===== src/rtl/hazard_pkg.sv =====
`default_nettype none
// ============================================================================
//  Module      : hazard_pkg
//  Description : Shared Tuse/Tnew constants, forward-select encodings, shadow
//                slot type and hazard helper functions for stall_unit.
//  Revision    : 1.0 - initial release
// ============================================================================
package hazard_pkg;

    localparam logic [1:0] TUSE_0    = 2'd0;
    localparam logic [1:0] TUSE_1    = 2'd1;
    localparam logic [1:0] TUSE_2    = 2'd2;
    localparam logic [1:0] TUSE_NONE = 2'd3;

    localparam logic [1:0] TNEW_0 = 2'd0;
    localparam logic [1:0] TNEW_1 = 2'd1;
    localparam logic [1:0] TNEW_2 = 2'd2;

    localparam logic [1:0] FWD_NONE = 2'd0;
    localparam logic [1:0] FWD_E    = 2'd1;
    localparam logic [1:0] FWD_M    = 2'd2;
    localparam logic [1:0] FWD_W    = 2'd3;

    localparam int DEF_MULT_CYCLES = 5;
    localparam int DEF_DIV_CYCLES  = 10;

    typedef struct packed {
        logic [4:0] a;
        logic [1:0] tnew;
        logic [4:0] rs;
        logic [4:0] rt;
        logic       md;
    } slot_t;

    localparam slot_t SLOT_EMPTY = '0;

    function automatic logic hazard_hit(input logic [4:0] src, input logic [1:0] tuse,
                                        input logic [4:0] a, input logic [1:0] tnew);
        return (src != 5'd0) && (src == a) && (tuse < tnew);
    endfunction

    // Nearest producer wins; a producer that is not ready yet blocks older ones.
    function automatic logic [1:0] fwd_pick(input logic [4:0] src,
                                            input logic [4:0] e_a, input logic [1:0] e_tnew,
                                            input logic use_e,
                                            input logic [4:0] m_a, input logic [1:0] m_tnew,
                                            input logic [4:0] w_a);
        logic [1:0] sel;
        sel = FWD_NONE;
        if (src != 5'd0) begin
            if (use_e && (e_a == src))
                sel = (e_tnew == TNEW_0) ? FWD_E : FWD_NONE;
            else if (m_a == src)
                sel = (m_tnew == TNEW_0) ? FWD_M : FWD_NONE;
            else if (w_a == src)
                sel = FWD_W;
        end
        return sel;
    endfunction

endpackage
`default_nettype wire


===== src/rtl/md_busy_cnt.sv =====
`default_nettype none
// ============================================================================
//  Module      : md_busy_cnt
//  Description : Loadable saturating down-counter tracking HI/LO occupancy.
//  Revision    : 1.0 - initial release
// ============================================================================
module md_busy_cnt
    import hazard_pkg::*;
#(
    parameter int MULT_CYCLES = DEF_MULT_CYCLES,
    parameter int DIV_CYCLES  = DEF_DIV_CYCLES
) (
    input  logic clk,
    input  logic reset,
    input  logic start_mult,
    input  logic start_div,
    input  logic cancel,
    output logic busy
);

    localparam int c_max   = (MULT_CYCLES > DIV_CYCLES) ? MULT_CYCLES : DIV_CYCLES;
    localparam int c_width = $clog2(c_max + 1);

    logic [c_width-1:0] r_cnt;

    // Cancel outranks a load: a flushed op never reaches the HI/LO unit.
    always_ff @(posedge clk or posedge reset) begin
        if (reset)
            r_cnt <= '0;
        else if (cancel)
            r_cnt <= '0;
        else if (start_mult)
            r_cnt <= c_width'(MULT_CYCLES);
        else if (start_div)
            r_cnt <= c_width'(DIV_CYCLES);
        else if (r_cnt != '0)
            r_cnt <= r_cnt - c_width'(1);
    end

    assign busy = (r_cnt != '0);

endmodule
`default_nettype wire


===== src/rtl/stall_unit.sv =====
`default_nettype none
// ============================================================================
//  Module      : stall_unit
//  Description : D-stage stall and D/E forwarding control from a shadow
//                E/M/W scoreboard plus HI/LO busy tracking.
//  Revision    : 1.0 - initial release
// ============================================================================
module stall_unit
    import hazard_pkg::*;
#(
    parameter int MULT_CYCLES = DEF_MULT_CYCLES,
    parameter int DIV_CYCLES  = DEF_DIV_CYCLES
) (
    input  logic       clk,
    input  logic       reset,
    input  logic       d_j,
    input  logic       d_r,
    input  logic       d_i,
    input  logic       d_ld,
    input  logic       d_st,
    input  logic       d_jal,
    input  logic       d_mfc0,
    input  logic       d_mult,
    input  logic       d_div,
    input  logic       d_hilo,
    input  logic [4:0] d_rs,
    input  logic [4:0] d_rt,
    input  logic [4:0] d_rd,
    input  logic       flush,
    output logic       stall,
    output logic [1:0] fwd_rs_d,
    output logic [1:0] fwd_rt_d,
    output logic [1:0] fwd_rs_e,
    output logic [1:0] fwd_rt_e,
    output logic       md_busy
);

    slot_t      r_e, r_m, r_w;
    slot_t      w_d, w_m_next, w_w_next;
    logic [1:0] w_tuse_rs, w_tuse_rt;
    logic       w_hz_stall, w_md_stall, w_md_busy;
    logic       w_issue;
    logic       w_unused;

    always_comb begin
        w_tuse_rs = TUSE_NONE;
        if (d_j)
            w_tuse_rs = TUSE_0;
        else if (d_r | d_i | d_ld | d_st)
            w_tuse_rs = TUSE_1;

        w_tuse_rt = TUSE_NONE;
        if (d_j)
            w_tuse_rt = TUSE_0;
        else if (d_r)
            w_tuse_rt = TUSE_1;
        else if (d_st)
            w_tuse_rt = TUSE_2;

        w_d = SLOT_EMPTY;
        if (d_r | d_jal)
            w_d.a = d_rd;
        else if (d_i | d_ld | d_mfc0)
            w_d.a = d_rt;

        if (d_jal)
            w_d.tnew = TNEW_0;
        else if (d_ld | d_mfc0)
            w_d.tnew = TNEW_2;
        else if (d_r | d_i)
            w_d.tnew = TNEW_1;

        w_d.rs = d_rs;
        w_d.rt = d_rt;
        w_d.md = d_mult | d_div;
    end

    always_comb begin
        w_m_next      = r_e;
        w_m_next.tnew = (r_e.tnew == TNEW_0) ? TNEW_0 : (r_e.tnew - 2'd1);
        w_w_next      = r_m;
        w_w_next.tnew = TNEW_0;
    end

    assign w_hz_stall = hazard_hit(d_rs, w_tuse_rs, r_e.a, r_e.tnew)
                      | hazard_hit(d_rs, w_tuse_rs, r_m.a, r_m.tnew)
                      | hazard_hit(d_rt, w_tuse_rt, r_e.a, r_e.tnew)
                      | hazard_hit(d_rt, w_tuse_rt, r_m.a, r_m.tnew);

    assign w_md_stall = (d_mult | d_div | d_hilo) & w_md_busy;
    assign stall      = w_hz_stall | w_md_stall;
    assign w_issue    = ~stall & ~flush;

    always_ff @(posedge clk or posedge reset) begin
        if (reset) begin
            r_e <= SLOT_EMPTY;
            r_m <= SLOT_EMPTY;
            r_w <= SLOT_EMPTY;
        end else if (flush) begin
            r_e <= SLOT_EMPTY;
            r_m <= SLOT_EMPTY;
            r_w <= SLOT_EMPTY;
        end else begin
            r_e <= stall ? SLOT_EMPTY : w_d;
            r_m <= w_m_next;
            r_w <= w_w_next;
        end
    end

    assign fwd_rs_d = fwd_pick(d_rs, r_e.a, r_e.tnew, 1'b1, r_m.a, r_m.tnew, r_w.a);
    assign fwd_rt_d = fwd_pick(d_rt, r_e.a, r_e.tnew, 1'b1, r_m.a, r_m.tnew, r_w.a);
    assign fwd_rs_e = fwd_pick(r_e.rs, r_e.a, r_e.tnew, 1'b0, r_m.a, r_m.tnew, r_w.a);
    assign fwd_rt_e = fwd_pick(r_e.rt, r_e.a, r_e.tnew, 1'b0, r_m.a, r_m.tnew, r_w.a);

    md_busy_cnt #(
        .MULT_CYCLES (MULT_CYCLES),
        .DIV_CYCLES  (DIV_CYCLES)
    ) u_md_busy_cnt (
        .clk        (clk),
        .reset      (reset),
        .start_mult (d_mult & w_issue),
        .start_div  (d_div & w_issue),
        .cancel     (flush & r_e.md),
        .busy       (w_md_busy)
    );

    assign md_busy = w_md_busy;

    assign w_unused = ^{r_m.rs, r_m.rt, r_m.md, r_w.tnew, r_w.rs, r_w.rt, r_w.md};

endmodule
`default_nettype wire


===== config.mk =====
export PLATFORM = sky130hd
export DESIGN_NAME = stall_unit
export DESIGN_NICKNAME = d
export VERILOG_FILES = /design/src/rtl/hazard_pkg.sv /design/src/rtl/md_busy_cnt.sv /design/src/rtl/stall_unit.sv
export SDC_FILE = /design/constraint.sdc
export NUM_CORES = 1
export LEC_CHECK = 0
export BUFFER_PORTS_ARGS = -buffer_cell sky130_fd_sc_hd__buf_2
export CORE_MARGIN = 2
export CORE_UTILIZATION = 56
export DETAILED_ROUTE_END_ITERATION = 6
export GPL_TIMING_DRIVEN = 0
export PLACE_DENSITY = 0.91
export SYNTH_ARGS = -nofsm -noshare
export SYNTH_HDL_FRONTEND = slang
export SYNTH_SLANG_ARGS = --single-unit

===== constraint.sdc =====
create_clock -name clk -period 2.8 [get_ports clk]
set_clock_uncertainty 0.05 [all_clocks]
set_input_delay 0.14 -clock clk [delete_from_list [all_inputs] [get_ports clk]]
set_output_delay 0.14 -clock clk [all_outputs]
set_load 0.03 [all_outputs]

# ---- Yosys cells after proc, flatten, opt, wreduce, memory -nomap -nowiden
# Cells that the tools add are included.
dict set report word_totals {
  register_bits 45
  latch_bits 0
  ram_bits 0
  mem_bits_ro 0
  inputBits 28
  out_inout_bits 10
  wordCells 103
  mem_count 0
}
dict set report op_classes {
  addsub 2
  multipliers 0
  n_div 0
  order_cmp 4
  n_eq_ne 14
  n_shift 0
  n_mux 35
  n_bitwise 20
  n_reduce_logical 16
}
# cell n
set op_table {}
lappend op_table {{18-bit 2-to-1 mux} 4}
lappend op_table {{5-bit == test} 14}
lappend op_table {{2-bit 2-to-1 mux} 22}
lappend op_table {{5-bit nonzero test} 4}
lappend op_table {{4-bit 2-to-1 mux} 4}
lappend op_table {{1-bit bitwise OR} 13}
lappend op_table {{5-bit 2-to-1 mux} 2}
lappend op_table {{1-bit logical AND} 8}
lappend op_table {{2-bit less-than comparator} 4}
lappend op_table {{4-bit nonzero test} 2}
lappend op_table {{1-bit bitwise AND} 5}
lappend op_table {{2-bit logical NOT} 2}
lappend op_table {{4-bit by 1-bit subtractor with 4-bit output (second input constant)} 1}
lappend op_table {{1-bit 2-to-1 mux} 3}
lappend op_table {{1-bit inverter} 2}
lappend op_table {{2-bit by 1-bit subtractor with 2-bit output (second input constant)} 1}

# ---- Depth between registers and ports, before layout
dict set report logic_depth {
  ltp_word 17
  ltp_mapped 9
  depth_no_buf 8
}

# ---- Cells and area by module
# A second synthesis with hierarchy kept.
dict set report unflattened {
  cells_unflattened 250
  area_unflattened_um2 2283.4
}
# module instances cells_per_inst area_per_inst_um2 seq_area_each_um2
set modules_own_cells {}
lappend modules_own_cells {stall_unit 1 225 2045.7 750.7}
lappend modules_own_cells {md_busy_cnt 1 25 237.7 100.1}

# ---- Worst setup path after synthesis
# No wires, ideal clock.
dict set report synth_path {
  path_type {register to output}
  startpoint {register r_m[12] (netlist name)}
  endpoint {output port stall}
  arrival_time_ps 2186
  required_ps 2610
  setup_slack_ps 424
  path_stages_with_launch 9
  path_buffers 0
  path_cell_list {dfrtp_1 inv_1 ha_1 nor2b_1 a221oi_1 or4b_1 a21o_1 and2_2 nand2b_1}
}
dict set report synth_between {
  elab_chain_cells 6
  elab_cells_between_ends 8
  classes_between {2 x order compare; 4 x bitwise; 2 x reduce/logical}
}
# element line
set synth_rtl {}
lappend synth_rtl {{from (decl)} stall_unit.sv:38} ;# slot_t r_e, r_m, r_w;
lappend synth_rtl {{from (signal assigned)} stall_unit.sv:105} ;# r_m <= w_m_next;
lappend synth_rtl {{2-bit less-than comparator} hazard_pkg.sv:39} ;# return (src != 5'd0) && (src == a) && (tuse < tnew);
lappend synth_rtl {{1-bit logical AND} hazard_pkg.sv:39}
lappend synth_rtl {{1-bit bitwise OR} stall_unit.sv:86} ;# | hazard_hit(d_rs, w_tuse_rs, r_m.a, r_m.tnew)
lappend synth_rtl {{1-bit bitwise OR} stall_unit.sv:87} ;# | hazard_hit(d_rt, w_tuse_rt, r_e.a, r_e.tnew)
lappend synth_rtl {{1-bit bitwise OR *} stall_unit.sv:88} ;# | hazard_hit(d_rt, w_tuse_rt, r_m.a, r_m.tnew);
lappend synth_rtl {{1-bit bitwise OR *} stall_unit.sv:91} ;# assign stall = w_hz_stall | w_md_stall;
lappend synth_rtl {{to (decl)} stall_unit.sv:30} ;# output logic stall,
# Mark *: on every way between the ends. The rest lies on a longest branch, timed or not.

# ---- Final worst setup path
# Same ends and word-level chain as after synthesis.

==> flow_summary.yaml <==
die:
  start_util_pct: 58.2
  ios: 38
  dieWidth_um: 68.2
  die_h_um: 68.2
  dieArea_um2: 4650
  placementRows: 23
  core_um2: 3970
final_layout:
  multi_input_area_um2: 1360
  drive_above_1_share_pct: 22.6
  diodes: 0
  area_delta_synth_final_pct: 17.9
  fin_util_pct: 68.6
  regArea_um2: 852
  finalNetCount: 329
  nFillCells: 282
global_routing:
  track_usage_pct: 25.7
  grt_pass1_vias: 1838
  grt.overflow.total: 0
  grt_pass1_wl_um: 8520
  antenna_found_initial: 0
  grt_max_degree: 35
clocking:
  numCtsBuffers: 5
  cts_tree: "built"
  cts-root-buf: "clkbuf_8"
  cts.sinks: 34
  max-clock-path-buffers: 2
  htreeDepth: 2
  cts.clk_slew.worst_paths_ns: 0.06
  clock_latency_ns: 0.28
pwr:
  cellLeakagePower_uw: 0.00128
  power_switching_uw: 565
  irDropWorstVdd_mv: 0.512
  totalPowerFinal_uw: 1590
  pwr-share-seq_pct: 38.5
  power_frac_comb_pct: 40.1
  powerDensity_nw_per_um2: 585
  p_sw_share_pct: 35.5
  internal_power_uw: 1030
  clkPwrFrac_pct: 21.4
place:
  gp_congestion: 0.899
  io_buffers: 32
  hpwlAfterDp_um: 3920
hold_path:
  hold_path.class: "in -> reg"
  hold_path_depth: 3
worst_setup_path:
  cp_max_fo: 5
  reg2reg_depth: 10
  critPathLaunchType: "flip-flop"
  critical_path_required_ns: 2.61
  arrival_ns: 2.52
  worst-setup-path-type: "reg -> out"
  cp-end-kind: "output port"
timing:
  finalSetupTns_ns: 0
  fmax_ghz: 0.369
  hold_violations: 0
  period_share_pct: 96.9
  slew_headroom_pct: 55.8
  min_period_ns: 2.71
  setup_violations: 0
  tightest_slew_ns: 0.658
  report.final.slew_viol_count: 0
yosys:
  synth_area_um2: 2310
  yosysSeqAreaShare_pct: 36.8
  yosys_warnings: 0
  synth-seq-cells: 34
  synth_area_leaders: "dfrtp_1 (37%), xnor2_1 (12%), xor2_1 (7.2%)"
  async_flop_share_pct: 100
  synth_edf_count: 0
  syn_nets: 284
  avgSynthCellArea_um2: 9.13
  yosysTopAreaCell: "dfrtp_1"
  synthDistinctLibCells: 45
  ys.flop_type: "dfrtp_1"
  synth_top_area_share_pct: 36.8
  postSynthCellCount: 253
drt:
  top_layer_used: "met4"
  first_iter_violations: 76
  wl_met1_um: 2250
  wl_met2_um: 2690
  antenna_left: 0
  post_drt_wl_per_cell_um: 15.7
  wl_met3_um: 364
  postRouteWirelength_um: 5440
  vias: 2016
  firstDrtPassIters: 4
  via_per_inst: 5.81
  drc: 0
job:
  drv_cap: 0
outcome:
  outcome: "finished, final reports clean"
power by group through the flow:
stage,Combinational (uW),Clock (uW),Sequential [uW]
after global routing,704,379,620
after detailed placement,614,0,617
final,639,341,613
after global placement,590,0,614
after CTS,616,347,610
after floorplan,491,0,602
layout by cell type (no fill, tap or decap), drive strengths merged, types with 5 or more instances in the layout:
cell / n
buf: 46
dfrtp: 34
xnor2: 32
nor2: 21
xor2: 19
nor3: 17
nand3: 14
clkbuf: 14
nor2b: 12
and2: 12
nand2: 10
a21oi: 8
inv: 7
a22oi: 6
nor4: 6
or4: 5
per-stage QoR:
step	std cells	area [um2]	hold WS [ns]	setup slack (ns)
6_report	347	2720	0.0731	0.0871
5_1_grt	347	2720	0.0717	-0.0247
4_1_cts	343	2640	0.0676	0.0296
3_5_place_dp	335	2530	0.287	0.161
3_3_place_gp	335	2530	0.278	0.171
2_1_floorplan	253	2310	0.163	0.424
area by class of cell:
| class | count | area share [%] |
|---|---|---|
| buffer | 18 | 3.58 |
| clock buffer | 6 | 3.03 |
| inverter | 8 | 1.10 |
| multi-input combinational | 193 | 50.0 |
| sequential | 34 | 31.3 |
| tap | 50 | 2.30 |
| timing repair buffer | 38 | 8.69 |
cell families (layout without fill, tap and decap cells):
| kind of cell | count (synthesis) | in the layout | synth area share (%) |
|---|---|---|---|
| AOI/OAI and AO/OA | 31 | 31 | 10.5 |
| xor gates and xnor gates | 51 | 51 | 19.7 |
| adders and majority gates | 3 | 3 | 1.63 |
| buffers and inverters | 26 | 70 | 5.53 |
| DFF | 34 | 34 | 36.8 |
| muxes | 1 | 1 | 0.433 |
| and+or+nand+nor | 107 | 107 | 25.5 |
metal layers:
layer	global-route usage [%]	up-vias
met2	41.6	93
met5	0	-
met3	4.93	15
met1	33.3	955
met4	11.5	0
li1	-	953
synth_stat cells, types with 3 or more instances:
cell type,n
nand2b_1,4
or4_1,4
xnor2_1,31
xor2_1,19
a22oi_1,5
nor4_1,4
and2_1,10
a21oi_1,7
o21ai_0,3
dfrtp_1,34
nand3_1,13
a21o_1,3
a221oi_1,3
nor2_1,21
inv_1,8
clkbuf_1,8
buf_1,3
buf_6,3
nor2b_1,12
nand2_1,10
ha_1,3
nor3_1,17
buf_2,3
critical path, stage by stage (launching register included):
cell and delay [ns]:
dfrtp_2 0.40, inv_1 0.10, ha_4 0.21, nor2b_1 0.14, a221oi_2 0.20, or4b_4 0.50
a21o_4 0.26, and2_2 0.21, nand2b_1 0.10, buf_6 0.13
worst paths after layout:
path / from / to / slack (ns)
setup / recovery: r_m[12] / stall / 0.09
min in group asynchronous: reset / r_w[15] / 0.37
max in group asynchronous: reset / r_m[12] / 1.87
hold reg to reg: r_e[11] / r_m[11] / 0.46
setup reg to reg: r_m[12] / r_e[8] / 0.22
hold / removal: d_rd[0] / r_e[13] / 0.07
state kept, by name, indices dropped and copies added, names as in the netlist:
| signal | cells |
|---|---|
| u_md_busy_cnt.r_cnt | 4 |
| r_e | 18 |
| r_m | 7 |
| r_w | 5 |
what timing repair did:
item                                    CTS  global route
buffers inserted                          1             2
hold endpoints to repair                  2            16
pin swaps                                 0             2
hold buffers                              1             1
gates resized for setup                   2             6
endpoints found under the setup margin    1             1
Note: power is estimated with default switching activity, not from simulation.
